**config.mk**
```make
export PLATFORM = sky130hd
export DESIGN_NAME = ps2_key_gen_flat
export DESIGN_NICKNAME = d
export VERILOG_FILES = /design/src/rtl/ps2_key_gen_if.sv /design/src/rtl/ps2_key_gen.sv /design/src/flat_wrapper.sv
export SDC_FILE = /design/constraint.sdc
export NUM_CORES = 1
export LEC_CHECK = 0
export ABC_AREA = 1
export CORE_MARGIN = 2
export CORE_UTILIZATION = 63
export CTS_CLUSTER_DIAMETER = 80
export CTS_CLUSTER_SIZE = 8
export DETAILED_ROUTE_END_ITERATION = 16
export PLACE_DENSITY = 0.84
export SLEW_MARGIN = 20
export SYNTH_ARGS = -nofsm -noshare
export SYNTH_HDL_FRONTEND = slang
export SYNTH_SLANG_ARGS = --single-unit
```
**constraint.sdc**
```tcl
create_clock -name clk_sys -period 3.6 [get_ports clk_sys]
set_clock_uncertainty 0.05 [all_clocks]
set_input_delay 0.72 -clock clk_sys [delete_from_list [all_inputs] [get_ports clk_sys]]
set_output_delay 0.72 -clock clk_sys [all_outputs]
set_load 0.01 [all_outputs]
```
**src/rtl/ps2_key_gen_if.sv**
```systemverilog
// PS/2 key generator bundle: raw keyboard lines in, decoded event word and status pulses out.
// Latency: wiring only; the generator registers every output it drives.
// Backpressure: none; consumers detect new events by watching ps2_key[10] change.
//
// Signals:
//   ps2_clk, ps2_dat : raw PS/2 lines, asynchronous, idle high (device -> generator)
//   ps2_key[10:0]    : {toggle, pressed, extended, scan code} (generator -> consumer)
//   key_stb          : one-cycle pulse when ps2_key updates
//   frame_err        : one-cycle pulse on parity, stop-bit or timeout error
interface ps2_key_gen_if;
   logic        ps2_clk;
   logic        ps2_dat;
   logic [10:0] ps2_key;
   logic        key_stb;
   logic        frame_err;

   // Generator side
   modport master (
      input  ps2_clk, ps2_dat,
      output ps2_key, key_stb, frame_err
   );

   // Keyboard model / consumer side
   modport slave (
      output ps2_clk, ps2_dat,
      input  ps2_key, key_stb, frame_err
   );
endinterface

```
**src/rtl/ps2_key_gen.sv**
```systemverilog
// PS/2 keyboard deserialiser: strips E0/F0/E1 prefixes and publishes toggle-flagged key events.
// Latency: raw clock fall -> internal fall in 2+FILT cycles; outputs registered one cycle after stop-bit fall.
// Backpressure: none; events are fire-and-forget, ps2_key holds its value until the next event.
//
// Ports:
//   clk_sys  : system clock, all registers on its rising edge
//   reset_n  : synchronous active-low reset
//   bus      : ps2_key_gen_if.master (ps2_clk/ps2_dat in; ps2_key/key_stb/frame_err out)
module ps2_key_gen #(
   parameter int FILT    = 8,
   parameter int TIMEOUT = 48000
) (
   input  logic              clk_sys,
   input  logic              reset_n,
   ps2_key_gen_if.master     bus
);

   localparam int FW = $clog2(FILT + 1);
   localparam int WW = $clog2(TIMEOUT + 1);

   localparam logic [1:0] S_IDLE   = 2'd0;
   localparam logic [1:0] S_DATA   = 2'd1;
   localparam logic [1:0] S_PARITY = 2'd2;
   localparam logic [1:0] S_STOP   = 2'd3;

   // Input conditioning
   logic          clk_s1_q, clk_s2_q, dat_s1_q, dat_s2_q;
   logic          filt_q, filt_d;
   logic [FW-1:0] fcnt_q, fcnt_d;
   logic          fall_q, fall_d;

   // Frame FSM and decoder state
   logic [1:0]    state_q, state_d;
   logic [2:0]    bcnt_q, bcnt_d;
   logic [7:0]    shift_q, shift_d;
   logic          par_q, par_d;
   logic [WW-1:0] wd_q, wd_d;
   logic          ext_q, ext_d;
   logic          brk_q, brk_d;
   logic [2:0]    skip_q, skip_d;
   logic [10:0]   key_q, key_d;
   logic          stb_q, stb_d;
   logic          ferr_q, ferr_d;

   logic          byte_ok;
   logic          err;
   logic          is_resp;

   // Stability filter: a level change on the synchronised clock is only taken once it
   // has been seen on FILT consecutive samples; any bounce back restarts the count.
   always_comb begin
      filt_d = filt_q;
      fcnt_d = '0;
      fall_d = 1'b0;
      if (clk_s2_q != filt_q) begin
         if (fcnt_q == FW'(FILT - 1)) begin
            filt_d = clk_s2_q;
            fall_d = ~clk_s2_q;
         end else begin
            fcnt_d = fcnt_q + 1'b1;
         end
      end
   end

   assign is_resp = (shift_q == 8'hFA) || (shift_q == 8'hAA) || (shift_q == 8'hEE) ||
                    (shift_q == 8'hFE) || (shift_q == 8'hFC) || (shift_q == 8'h00) ||
                    (shift_q == 8'hFF);

   always_comb begin
      state_d = state_q;
      bcnt_d  = bcnt_q;
      shift_d = shift_q;
      par_d   = par_q;
      ext_d   = ext_q;
      brk_d   = brk_q;
      skip_d  = skip_q;
      key_d   = key_q;
      stb_d   = 1'b0;
      ferr_d  = 1'b0;
      byte_ok = 1'b0;
      err     = 1'b0;

      // Watchdog only runs inside a frame; every edge restarts it.
      if (fall_q) begin
         wd_d = '0;
      end else if (state_q != S_IDLE) begin
         wd_d = wd_q + 1'b1;
      end else begin
         wd_d = wd_q;
      end

      case (state_q)
         S_IDLE: begin
            // A high start bit is silently ignored so stray edges cannot raise errors.
            if (fall_q && !dat_s2_q) begin
               state_d = S_DATA;
               bcnt_d  = 3'd0;
            end
         end
         S_DATA: begin
            if (fall_q) begin
               shift_d = {dat_s2_q, shift_q[7:1]};
               bcnt_d  = bcnt_q + 1'b1;
               if (bcnt_q == 3'd7) begin
                  state_d = S_PARITY;
               end
            end
         end
         S_PARITY: begin
            if (fall_q) begin
               par_d   = dat_s2_q;
               state_d = S_STOP;
            end
         end
         default: begin
            if (fall_q) begin
               state_d = S_IDLE;
               if (dat_s2_q && (^{shift_q, par_q})) begin
                  byte_ok = 1'b1;
               end else begin
                  err = 1'b1;
               end
            end
         end
      endcase

      // fall_q resets the watchdog, so a timeout never coincides with byte acceptance.
      if (!fall_q && (state_q != S_IDLE) && (wd_q == WW'(TIMEOUT - 1))) begin
         state_d = S_IDLE;
         err     = 1'b1;
      end

      if (err) begin
         ferr_d = 1'b1;
         ext_d  = 1'b0;
         brk_d  = 1'b0;
         skip_d = 3'd0;
      end

      if (byte_ok) begin
         if (skip_q != 3'd0) begin
            skip_d = skip_q - 1'b1;
         end else if (shift_q == 8'hE0) begin
            ext_d = 1'b1;
         end else if (shift_q == 8'hF0) begin
            brk_d = 1'b1;
         end else if (shift_q == 8'hE1) begin
            // Pause: swallow the remaining seven bytes of the sequence.
            skip_d = 3'd7;
            ext_d  = 1'b0;
            brk_d  = 1'b0;
         end else if (!(is_resp && !ext_q && !brk_q)) begin
            key_d = {~key_q[10], ~brk_q, ext_q, shift_q};
            stb_d = 1'b1;
            ext_d = 1'b0;
            brk_d = 1'b0;
         end
      end
   end

   always_ff @(posedge clk_sys) begin
      if (!reset_n) begin
         clk_s1_q <= 1'b1;
         clk_s2_q <= 1'b1;
         dat_s1_q <= 1'b1;
         dat_s2_q <= 1'b1;
         filt_q   <= 1'b1;
         fcnt_q   <= '0;
         fall_q   <= 1'b0;
         state_q  <= S_IDLE;
         bcnt_q   <= 3'd0;
         shift_q  <= 8'h00;
         par_q    <= 1'b0;
         wd_q     <= '0;
         ext_q    <= 1'b0;
         brk_q    <= 1'b0;
         skip_q   <= 3'd0;
         key_q    <= 11'h000;
         stb_q    <= 1'b0;
         ferr_q   <= 1'b0;
      end else begin
         clk_s1_q <= bus.ps2_clk;
         clk_s2_q <= clk_s1_q;
         dat_s1_q <= bus.ps2_dat;
         dat_s2_q <= dat_s1_q;
         filt_q   <= filt_d;
         fcnt_q   <= fcnt_d;
         fall_q   <= fall_d;
         state_q  <= state_d;
         bcnt_q   <= bcnt_d;
         shift_q  <= shift_d;
         par_q    <= par_d;
         wd_q     <= wd_d;
         ext_q    <= ext_d;
         brk_q    <= brk_d;
         skip_q   <= skip_d;
         key_q    <= key_d;
         stb_q    <= stb_d;
         ferr_q   <= ferr_d;
      end
   end

   assign bus.ps2_key   = key_q;
   assign bus.key_stb   = stb_q;
   assign bus.frame_err = ferr_q;

endmodule
```
**src/flat_wrapper.sv**
```systemverilog
// flat-port wrapper written by rule: the top's interface ports become plain ports
module ps2_key_gen_flat 
#(
   parameter int FILT    = 8,
   parameter int TIMEOUT = 48000
)
  (clk_sys, reset_n, bus_ps2_clk, bus_ps2_dat, bus_ps2_key, bus_key_stb, bus_frame_err);
  ps2_key_gen_if bus_i ();
  input  logic clk_sys;
  input  logic reset_n;
  input wire logic [$bits(bus_i.ps2_clk)-1:0] bus_ps2_clk;
  input wire logic [$bits(bus_i.ps2_dat)-1:0] bus_ps2_dat;
  output wire logic [$bits(bus_i.ps2_key)-1:0] bus_ps2_key;
  output wire logic [$bits(bus_i.key_stb)-1:0] bus_key_stb;
  output wire logic [$bits(bus_i.frame_err)-1:0] bus_frame_err;
  assign bus_i.ps2_clk = bus_ps2_clk;
  assign bus_i.ps2_dat = bus_ps2_dat;
  assign bus_ps2_key = bus_i.ps2_key;
  assign bus_key_stb = bus_i.key_stb;
  assign bus_frame_err = bus_i.frame_err;
  ps2_key_gen #(.FILT(FILT), .TIMEOUT(TIMEOUT)) u_core (.clk_sys(clk_sys), .reset_n(reset_n), .bus(bus_i));
endmodule
```
==> results of run 1 <==
==> metal layers <==
metal / track usage [%] / vias to the layer above
li1: - / 1232
met1: 29.4 / 1047
met2: 35.0 / 40
met3: 4.36 / 7
met4: 9.62 / 0
met5: 0 / -
==> sequential cells by signal, summed over array words and instances (netlist names) <==
signal and count:
u_core.ext_q 1, u_core.bus.frame_err 1, u_core.filt_q 1, u_core.fall_q 1, u_core.bus.ps2_key 11, u_core.par_q 1, u_core.skip_q 3, u_core.bcnt_q 3
u_core.dat_s1_q 1, u_core.brk_q 1, u_core.clk_s2_q 1, u_core.bus.key_stb 1, u_core.dat_s2_q 1, u_core.clk_s1_q 1, u_core.shift_q 8, u_core.fcnt_q 4
u_core.state_q 2, u_core.wd_q 16
==> stage by stage <==
stage                     hold slack (ns)  utilization [%]  cells  total power, mW  setup slack (ns)
after floorplan                     0.343                -    366            0.847              1.76
after global placement              0.343             70.7    423            0.886             0.837
after detailed placement            0.351             70.7    423            0.895             0.735
after CTS                           0.364             74.6    436             1.39              1.07
after global routing                0.380             74.6    436             1.45             0.819
final                               0.363             74.6    436             1.38              1.04
==> kinds of logic after synthesis <==
kind of cell | Yosys count | synth area share [%]
and+or+nand+nor | 156 | 25.0
AOI/OAI and AO/OA | 80 | 17.7
buffers and inverters | 58 | 8.66
DFF | 58 | 42.7
adders and majority gates | 10 | 4.61
xor gates and xnor gates | 4 | 1.29
==> path summary, 6_finish.rpt <==
kind	end	slack [ns]	depth (start not counted)	startpoint
setup / recovery	u_core.wd_q[12]	1.04	6	reset_n
hold / removal	u_core.dat_s2_q	0.36	1	u_core.dat_s1_q
setup reg to reg	u_core.wd_q[13]	1.44	12	u_core.state_q[0]
hold reg to reg	u_core.dat_s2_q	0.36	1	u_core.dat_s1_q
==> where the power goes <==
group | internal [mW] | total, mW | switching [mW]
clock network | 0.276 | 0.496 | 0.219
logic | 0.0686 | 0.194 | 0.125
registers | 0.667 | 0.690 | 0.0230
total | 1.01 | 1.38 | 0.367
==> Yosys cell counts <==
library cell / count / area, um2
nor2_1: 64 / 240
dfxtp_1: 58 / 1160
nand2_1: 46 / 173
inv_1: 44 / 165
a21oi_1: 31 / 155
o21ai_0: 27 / 135
nand3_1: 19 / 95.1
nand4_1: 11 / 68.8
ha_1: 10 / 125
o21bai_2: 7 / 78.8
inv_2: 5 / 18.8
o21bai_1: 5 / 37.5
clkbuf_1: 4 / 15.0
or2_2: 4 / 25.0
nor3_1: 3 / 15.0
nor4_1: 3 / 18.8
o211ai_1: 3 / 22.5
a22oi_1: 2 / 15.0
buf_6: 2 / 22.5
nand2_2: 2 / 12.5
nor2_2: 2 / 12.5
o21a_1: 2 / 15.0
xnor2_1: 2 / 17.5
xor2_1: 2 / 17.5
a211oi_1: 1 / 7.51
buf_1: 1 / 3.75
buf_2: 1 / 5.00
clkbuf_2: 1 / 5.00
nand3_2: 1 / 10.0
nor3b_1: 1 / 7.51
o2111ai_1: 1 / 8.76
o22ai_1: 1 / 6.26
==> cell type report <==
cell class                      instances  area [um2]
Clock buffer                           13         159
Fill cell                             309        1040
Inverter                               49         184
Multi-Input combinational cell        250        1320
Sequential cell                        58        1160
Tap cell                               50        62.6
Timing Repair Buffer                   16         160
==> worst max-delay path, delay by kind of cell <==
kind	cells	cell delay, ns
compound gates	2	0.32
buf+inv	3	1.20
simple gates	1	0.54
==> impl_results.md, run 1 <==
* Synth warn at 0
* Commonest non-fill, non-tap cell in the layout: nor2_1
* # diodes at 0
* Achievable Freq at 390 MHz
* Netlist Area Pre-Place at about 2700 um2
* Fin crit period at approximately 2.6 ns
* Via count at 2326
* Slowest cell on the critical path: clkdlybuf4s50_1
* Max-Cap Viols at 0
* Average routed wire per standard cell at 11.3 um
* Slew headroom at 58.4%
* Placed inst area at 2890 um2
* Initial core utilization at roughly two thirds
* Placement Rows at 23
* Final GP Congestion at slightly below 0.9
* Clk sinks at between 50 and 60
* Period utilisation layout at 71.2%
* Dpl hpwl at 3610 um
* Top-level I/O count at 17
* CTS max path bufs at 2
* CP Launch Type: input pin
* Count of cell types in the netlist at 32
* H-tree levels at 3
* Crit-path max FO at 27
* CTS tree: yes
* Post-Syn Instances at about 370
* CTS Buf Count at 9
* DR top layer: met4
* Most frequent cells in the layout: nor2_1, dfxtp_1, nand2_1, inv_1, a21oi_1
* Initial antenna violation count at 0
* Power per cell area at 453 nW/um2
* Sequential fraction of the synthesis area at 42.7%
* VDD IR max at 0.000314 V
* Vias in the first global route at 2130
* CTS-repair resized insts at 0
* Global-route wire length before repair at 8880 um
* DRC Markers at 0
* Antenna-violating nets left at 0
* Hold Path Class: register to register
* CTS root buffer: clkbuf_8
* Clock Latency Late Sink at 0.32 ns
* GRT overflow at 0
* Kind of critical path: input pin to register
* Drt first pass iters at 4
* Crit. End Element: register
* Pleak at 1.19 nW
* GRT Total Usage at approximately 22%
* Final Hold Vio Count at 0
* Post-synth net total at 380
* Post-CTS Hold Fix Bufs at 0
* Final setup fails at 0
* Port buffer count at 16
* Status: finished clean
* Die height at 69.7 um
* Iter 0 DRT Violations at 123
* Slew at the pin closest to its max-slew limit at around 0.62 ns
* Area growth syn-to-layout at 12.2%
* Max-slew violation count at 0
* Setup TNS at 0 ns
* Clock slew at reported path FFs at 0.06 ns
* Share of cells above drive strength 1 at 8.29%
* Delay of the slowest cell on the worst path at 0.70 ns
* RSZ-0062 raised after global routing: false
* Met1 wire length at 2490 um
* DR WL met2 at 2220 um
* Final design area excluding fillers at 3050 um2
* Core Area at 4090 um2
* Largest net degree at the start of global routing at 28
* Worst endpoint required time at about 3.8 ns
* CP arrival at 2.78 ns
* Post-CTS setup buffers at 0
* Routed wire length at about 4900 um
* Flops & latches, synth at 58
* Die width at 69.7 um
* Avg Inst Size Synth at 7.42 um2
* WL met3 at 147 um
* Vias per inst at 5.33
* Die footprint at 4850 um2
* Worst-path cell chain: clkdlybuf4s50_1, inv_2, nor2_1, inv_1, a21oi_1, o21a_1
* Fin nets at around 400
Power figures use the tool's default switching activity.
==> run 2, diff against run 1 <==
CORE_UTILIZATION = 53   (was 63)
PLACE_DENSITY = 0.75   (was 0.84)
clock period = 2.05 ns   (was 3.6 ns; I/O delays follow)
==> run 2 against run 1 <==
  * Die area grew 18%
  * Highest routed layer unchanged
  * Cell count grew 8.5%
  * Sequential cell count did not move
  * Combinational power up 110%
==> impl_results.md, run 2 (synthesis results as in run 1) <==
* Status: finished clean
* Achievable Freq at 532 MHz
* Iter 0 DRT Violations at 146
* # diodes at 0
* Sw frac at a little over a quarter
* Largest register FFs at 16
* Clk sinks at 58
* Worst endpoint required time at between 2 and 2.5 ns
* RSZ-0062 raised after global routing: false
* Setup TNS at 0 ns
* Max-Cap Viols at 0
* Clock network power share at 40.1%
* Worst Hold Depth at 1
* Crit. End Element: register
* GRT Max-Usage Layer: met2
* GR met3 Demand/Resource at 9.26%
* Initial core utilization at roughly 54%
* Largest net degree at the start of global routing at 23
* Period utilisation layout at 91.7%
* Top-level I/O count at 17
* Flop pwr share at 44.5%
* Final setup fails at 0
* Placement Rows at 26
* Hold Path Class: register to register
* Antenna-violating nets left at 0
* Reg with most FFs: u_core.wd_q
* Final design area excluding fillers at 3270 um2
* Most frequent cells in the layout: nor2_1, dfxtp_1, nand2_1, inv_1, a21oi_1
* Final Hold Vio Count at 0
* Slew at the pin closest to its max-slew limit at 0.491 ns
* Final GP Congestion at 0.881
* Port buffer count at 16
* Vias per inst at just over 5
* Die footprint at 5710 um2
* GRT Total Usage at a little over a fifth
* Pleak at 1.31 nW
* Comb pwr share at 15.4%
* Internal power at around 2 mW
* GRT overflow at 0
* Routed wire length at 5590 um
* Fin crit period at 1.88 ns
* Fin nets at 413
* Commonest non-fill, non-tap cell in the layout: nor2_1
* CTS max path bufs at 2
* Layout fillers at 458
* Setup slack, reg-to-reg at 0.17 ns
* CP Launch Type: register
* Core Area at 5010 um2
* R2r worst-path depth at 8
* Switching power at 708 uW
* Share of cells above drive strength 1 at 15.4%
* Met2 usage at 34.6%
* Slew headroom at roughly 67%
* VDD IR max at 0.000509 V
* DRC Markers at 0
* CTS tree: yes
* Kind of critical path: register to register
* Average routed wire per standard cell at between 10 and 15 um
* Die width at 75.6 um
* H-tree levels at 3
* Power per cell area at about 830 nW/um2
* Post-CTS Hold Fix Bufs at 0
* Die height at about 76 um
* Dpl hpwl at 3850 um
* Crit-path max FO at 7
* Max-slew violation count at 0
* Post-CTS setup buffers at 0
* CP arrival at 2.06 ns
* CTS Buf Count at 9
* Placed inst area at around 3000 um2
* Area growth syn-to-layout at 20.5%
* WHS at 0.363 ns
* Met1 GRT Util at about 25%
* Clock Latency Late Sink at 0.35 ns
* Clock slew at reported path FFs at about 0.060 ns
* Via count at 2419
* Vias in the first global route at 2175
* Drt first pass iters at 4
* Global-route wire length before repair at 9040 um
* Initial antenna violation count at 0
* CTS root buffer: clkbuf_8
* Tot Pwr at 2.71 mW
[run 2: routing by layer]
| metal | wire length (um) | part of all wire (%) |
|---|---|---|
| met1 | 2570 | 46 |
| met5 | 0 | 0 |
| met4 | 90 | 1.6 |
| met2 | 2610 | 47 |
| met3 | 317 | 5.7 |
[run 2: power groups by stage]
stage | Combinational, mW | Clock (mW) | Sequential [mW]
floorplan | 0.263 | 0 | 1.22
global placement | 0.386 | 0 | 1.23
detailed placement | 0.400 | 0 | 1.23
CTS | 0.402 | 1.11 | 1.20
global route | 0.474 | 1.15 | 1.21
finish | 0.416 | 1.09 | 1.21
[run 2: cell type report]
class	instances	area [um2]	share of cell area (%)
inverter	49	191	5.85
clock inverter	2	35.0	1.07
multi-input combinational	251	1360	41.4
clock buffer	13	169	5.16
tap	70	87.6	2.68
timing repair inverter	1	6.26	0.191
timing repair buffer	29	258	7.87
sequential	58	1170	35.7
[run 2: per-stage QoR]
stage               utilization (%)  setup slack [ns]  cells
floorplan                         -             0.212    366
global placement               60.1             0.135    456
detailed placement             60.1            0.0460    456
CTS                            64.2            0.0355    471
global route                   65.3            0.0108    473
finish                         65.3             0.170    473
[run 2: path summary, 6_finish.rpt]
kind,from,to
worst min register to register,u_core.dat_s1_q,u_core.dat_s2_q
worst min-delay path,u_core.dat_s1_q,u_core.dat_s2_q
worst max-delay path,u_core.state_q[0],u_core.brk_q
worst max register to register,u_core.state_q[0],u_core.brk_q
[run 2: critical path: stages (launching register included)]
cell and delay, ns:
dfxtp_1 0.33, inv_1 0.07, ha_2 0.22, inv_1 0.09, nand2_1 0.09, nor4_1 0.29, nand3_1 0.32, nand4_1 0.22
a21oi_1 0.09
[run 2: what timing repair did]
action / 4_1_cts / 5_1_grt
pin swaps: 0 / 3
endpoints found under the setup margin: 2 / 19
gates resized for setup: 1 / 18
gates cloned: 0 / 2
==> run 3, diff against run 2 <==
CORE_MARGIN = 4   (was 2)
SLEW_MARGIN = 0   (was 20)
==> run 3 against run 2 <==
  * Via count is 0.91% lower
  * Cell area fell by 1.8%
  * Sequential power is essentially flat
  * Largest power group unchanged
  * Highest routed layer unchanged
  * Non-clock buffer count decreased by 1
  * Critical endpoint is now u_core.wd_q[13]
==> impl_results.md, run 3 (synthesis results as in run 1) <==
* Antenna-violating nets left at 0
* Area growth syn-to-layout at 18.4%
* Top Family by Delay on Critical Path: simple AND/OR/NAND/NOR gates
* Iter 0 DRT Violations at roughly 100
* DRC Markers at 0
* Delay of the slowest cell on the worst path at approximately 0.34 ns
* Final Hold Vio Count at 0
* Fin nets at 410
* Crit. End Element: register
* Setup TNS at 0 ns
* Placement Rows at 25
* CP Launch Type: register
* Global-route wire length before repair at 9520 um
* CTS-repair resized insts at 0
* CTS Buf Count at 9
* Average routed wire per standard cell at 11.4 um
* Commonest non-fill, non-tap cell in the layout: nor2_1
* CTS max path bufs at 2
* Clock Latency Late Sink at 0.34 ns
* Die footprint at 6330 um2
* Slew at the pin closest to its max-slew limit at about 0.34 ns
* GRT overflow at 0
* Vias per inst at 5.13
* Slew headroom at 77.2%
* Footprint of the multi-input gates at 1350 um2
* Clk sinks at 58
* Clock slew at reported path FFs at 0.07 ns
* Die height at 79.6 um
* Register area at 1170 um2
* Post-CTS Hold Fix Bufs at 0
* Drt first pass iters at 5
* Buf+Inv Stages, Crit Path at 2
* Kind of critical path: register to register
* Largest net degree at the start of global routing at 23
* Cell Count Post-Placement at 452
* Achievable Freq at 536 MHz
* Via count at between 2000 and 2500
* Final setup fails at 0
* Initial core utilization at 56.0%
* Final GP Congestion at 0.879
* Largest register FFs at 16
* Layout fillers at between 400 and 500
* Max-slew violation count at 0
* Initial antenna violation count at 0
* Period utilisation layout at 91.0%
* CP arrival at 2.04 ns
* Die width at 79.6 um
* Fin crit period at between 1.5 and 2 ns
* Vias in the first global route at 2218
* Power per cell area at 794 nW/um2
* Post-CTS setup buffers at 0
* Most frequent cells in the layout: nor2_1, dfxtp_1, nand2_1, inv_1, a21oi_1
* Routed wire length at 5340 um
* CTS root buffer: clkbuf_8
* Core Area at 4850 um2
* # diodes at 0
* Max-Cap Viols at 0
* GRT Total Usage at 19.2%
* VDD IR max at 0.000528 V
* Port buffer count at 16
* Worst-path cell chain: inv_1, ha_2, nor2_2, nand3_1, inv_1, nand3_1, nor2_2, nand3_2, nor2_2, nand3_1, o21ai_1, a21oi_1
* Status: finished clean
* Hold Path Class: register to register
* Crit-path max FO at 5
* CTS tree: yes
* Share of cells above drive strength 1 at 15.0%
* Top-level I/O count at 17
* Slowest cell on the critical path: dfxtp_2
* H-tree levels at 3
* Reg with most FFs: u_core.wd_q
* Fin cells at 467
* Worst endpoint required time at 2.23 ns
* Dpl hpwl at 3900 um
* Pleak at 1.27 nW
-- run 3: per-stage QoR --
| stage | hold WS, ns | area [um2] | setup WS, ns | power, mW | util (%) |
|---|---|---|---|---|---|
| 2_1_floorplan | 0.343 | 2720 | 0.212 | 1.49 | - |
| 3_3_place_gp | 0.345 | 3000 | 0.159 | 1.61 | 61.9 |
| 3_5_place_dp | 0.350 | 3000 | 0.0408 | 1.62 | 61.9 |
| 4_1_cts | 0.367 | 3180 | 0.0150 | 2.57 | 65.5 |
| 5_1_grt | 0.385 | 3220 | -0.0356 | 2.71 | 66.3 |
| 6_report | 0.366 | 3220 | 0.184 | 2.55 | 66.3 |
-- run 3: layout make-up --
cell class / instances / share of cell area (%)
repair buffers: 28 / 7.78
multi-input cells: 250 / 41.9
well taps: 67 / 2.61
clock inverters: 4 / 0.856
flip-flops and latches: 58 / 36.3
clock buffers: 11 / 4.71
inverters: 49 / 5.80
-- run 3: path summary, 6_finish.rpt --
path                            slack, ns               from  depth (start not counted)              end
worst max-delay path                 0.18  u_core.state_q[1]                         12  u_core.wd_q[13]
worst min-delay path                 0.37    u_core.dat_s1_q                          1  u_core.dat_s2_q
worst max register to register       0.18  u_core.state_q[1]                         12  u_core.wd_q[13]
worst min register to register       0.37    u_core.dat_s1_q                          1  u_core.dat_s2_q
-- run 3: power by group --
| part | leakage, nW | switching, mW | internal [mW] |
|---|---|---|---|
| clock | 0.0834 | 0.444 | 0.494 |
| sequential | 0.472 | 0.0334 | 1.17 |
| combinational | 0.719 | 0.236 | 0.173 |
| total | 1.27 | 0.713 | 1.84 |
-- run 3: per-layer routing --
| metal | wire, um | global-route usage (%) | share of wire, % |
|---|---|---|---|
| met3 | 222 | 6.88 | 4.2 |
| met5 | 0 | 0 | 0 |
| met4 | 85 | 8.76 | 1.6 |
| met2 | 2540 | 30.6 | 48 |
| met1 | 2490 | 23.0 | 47 |
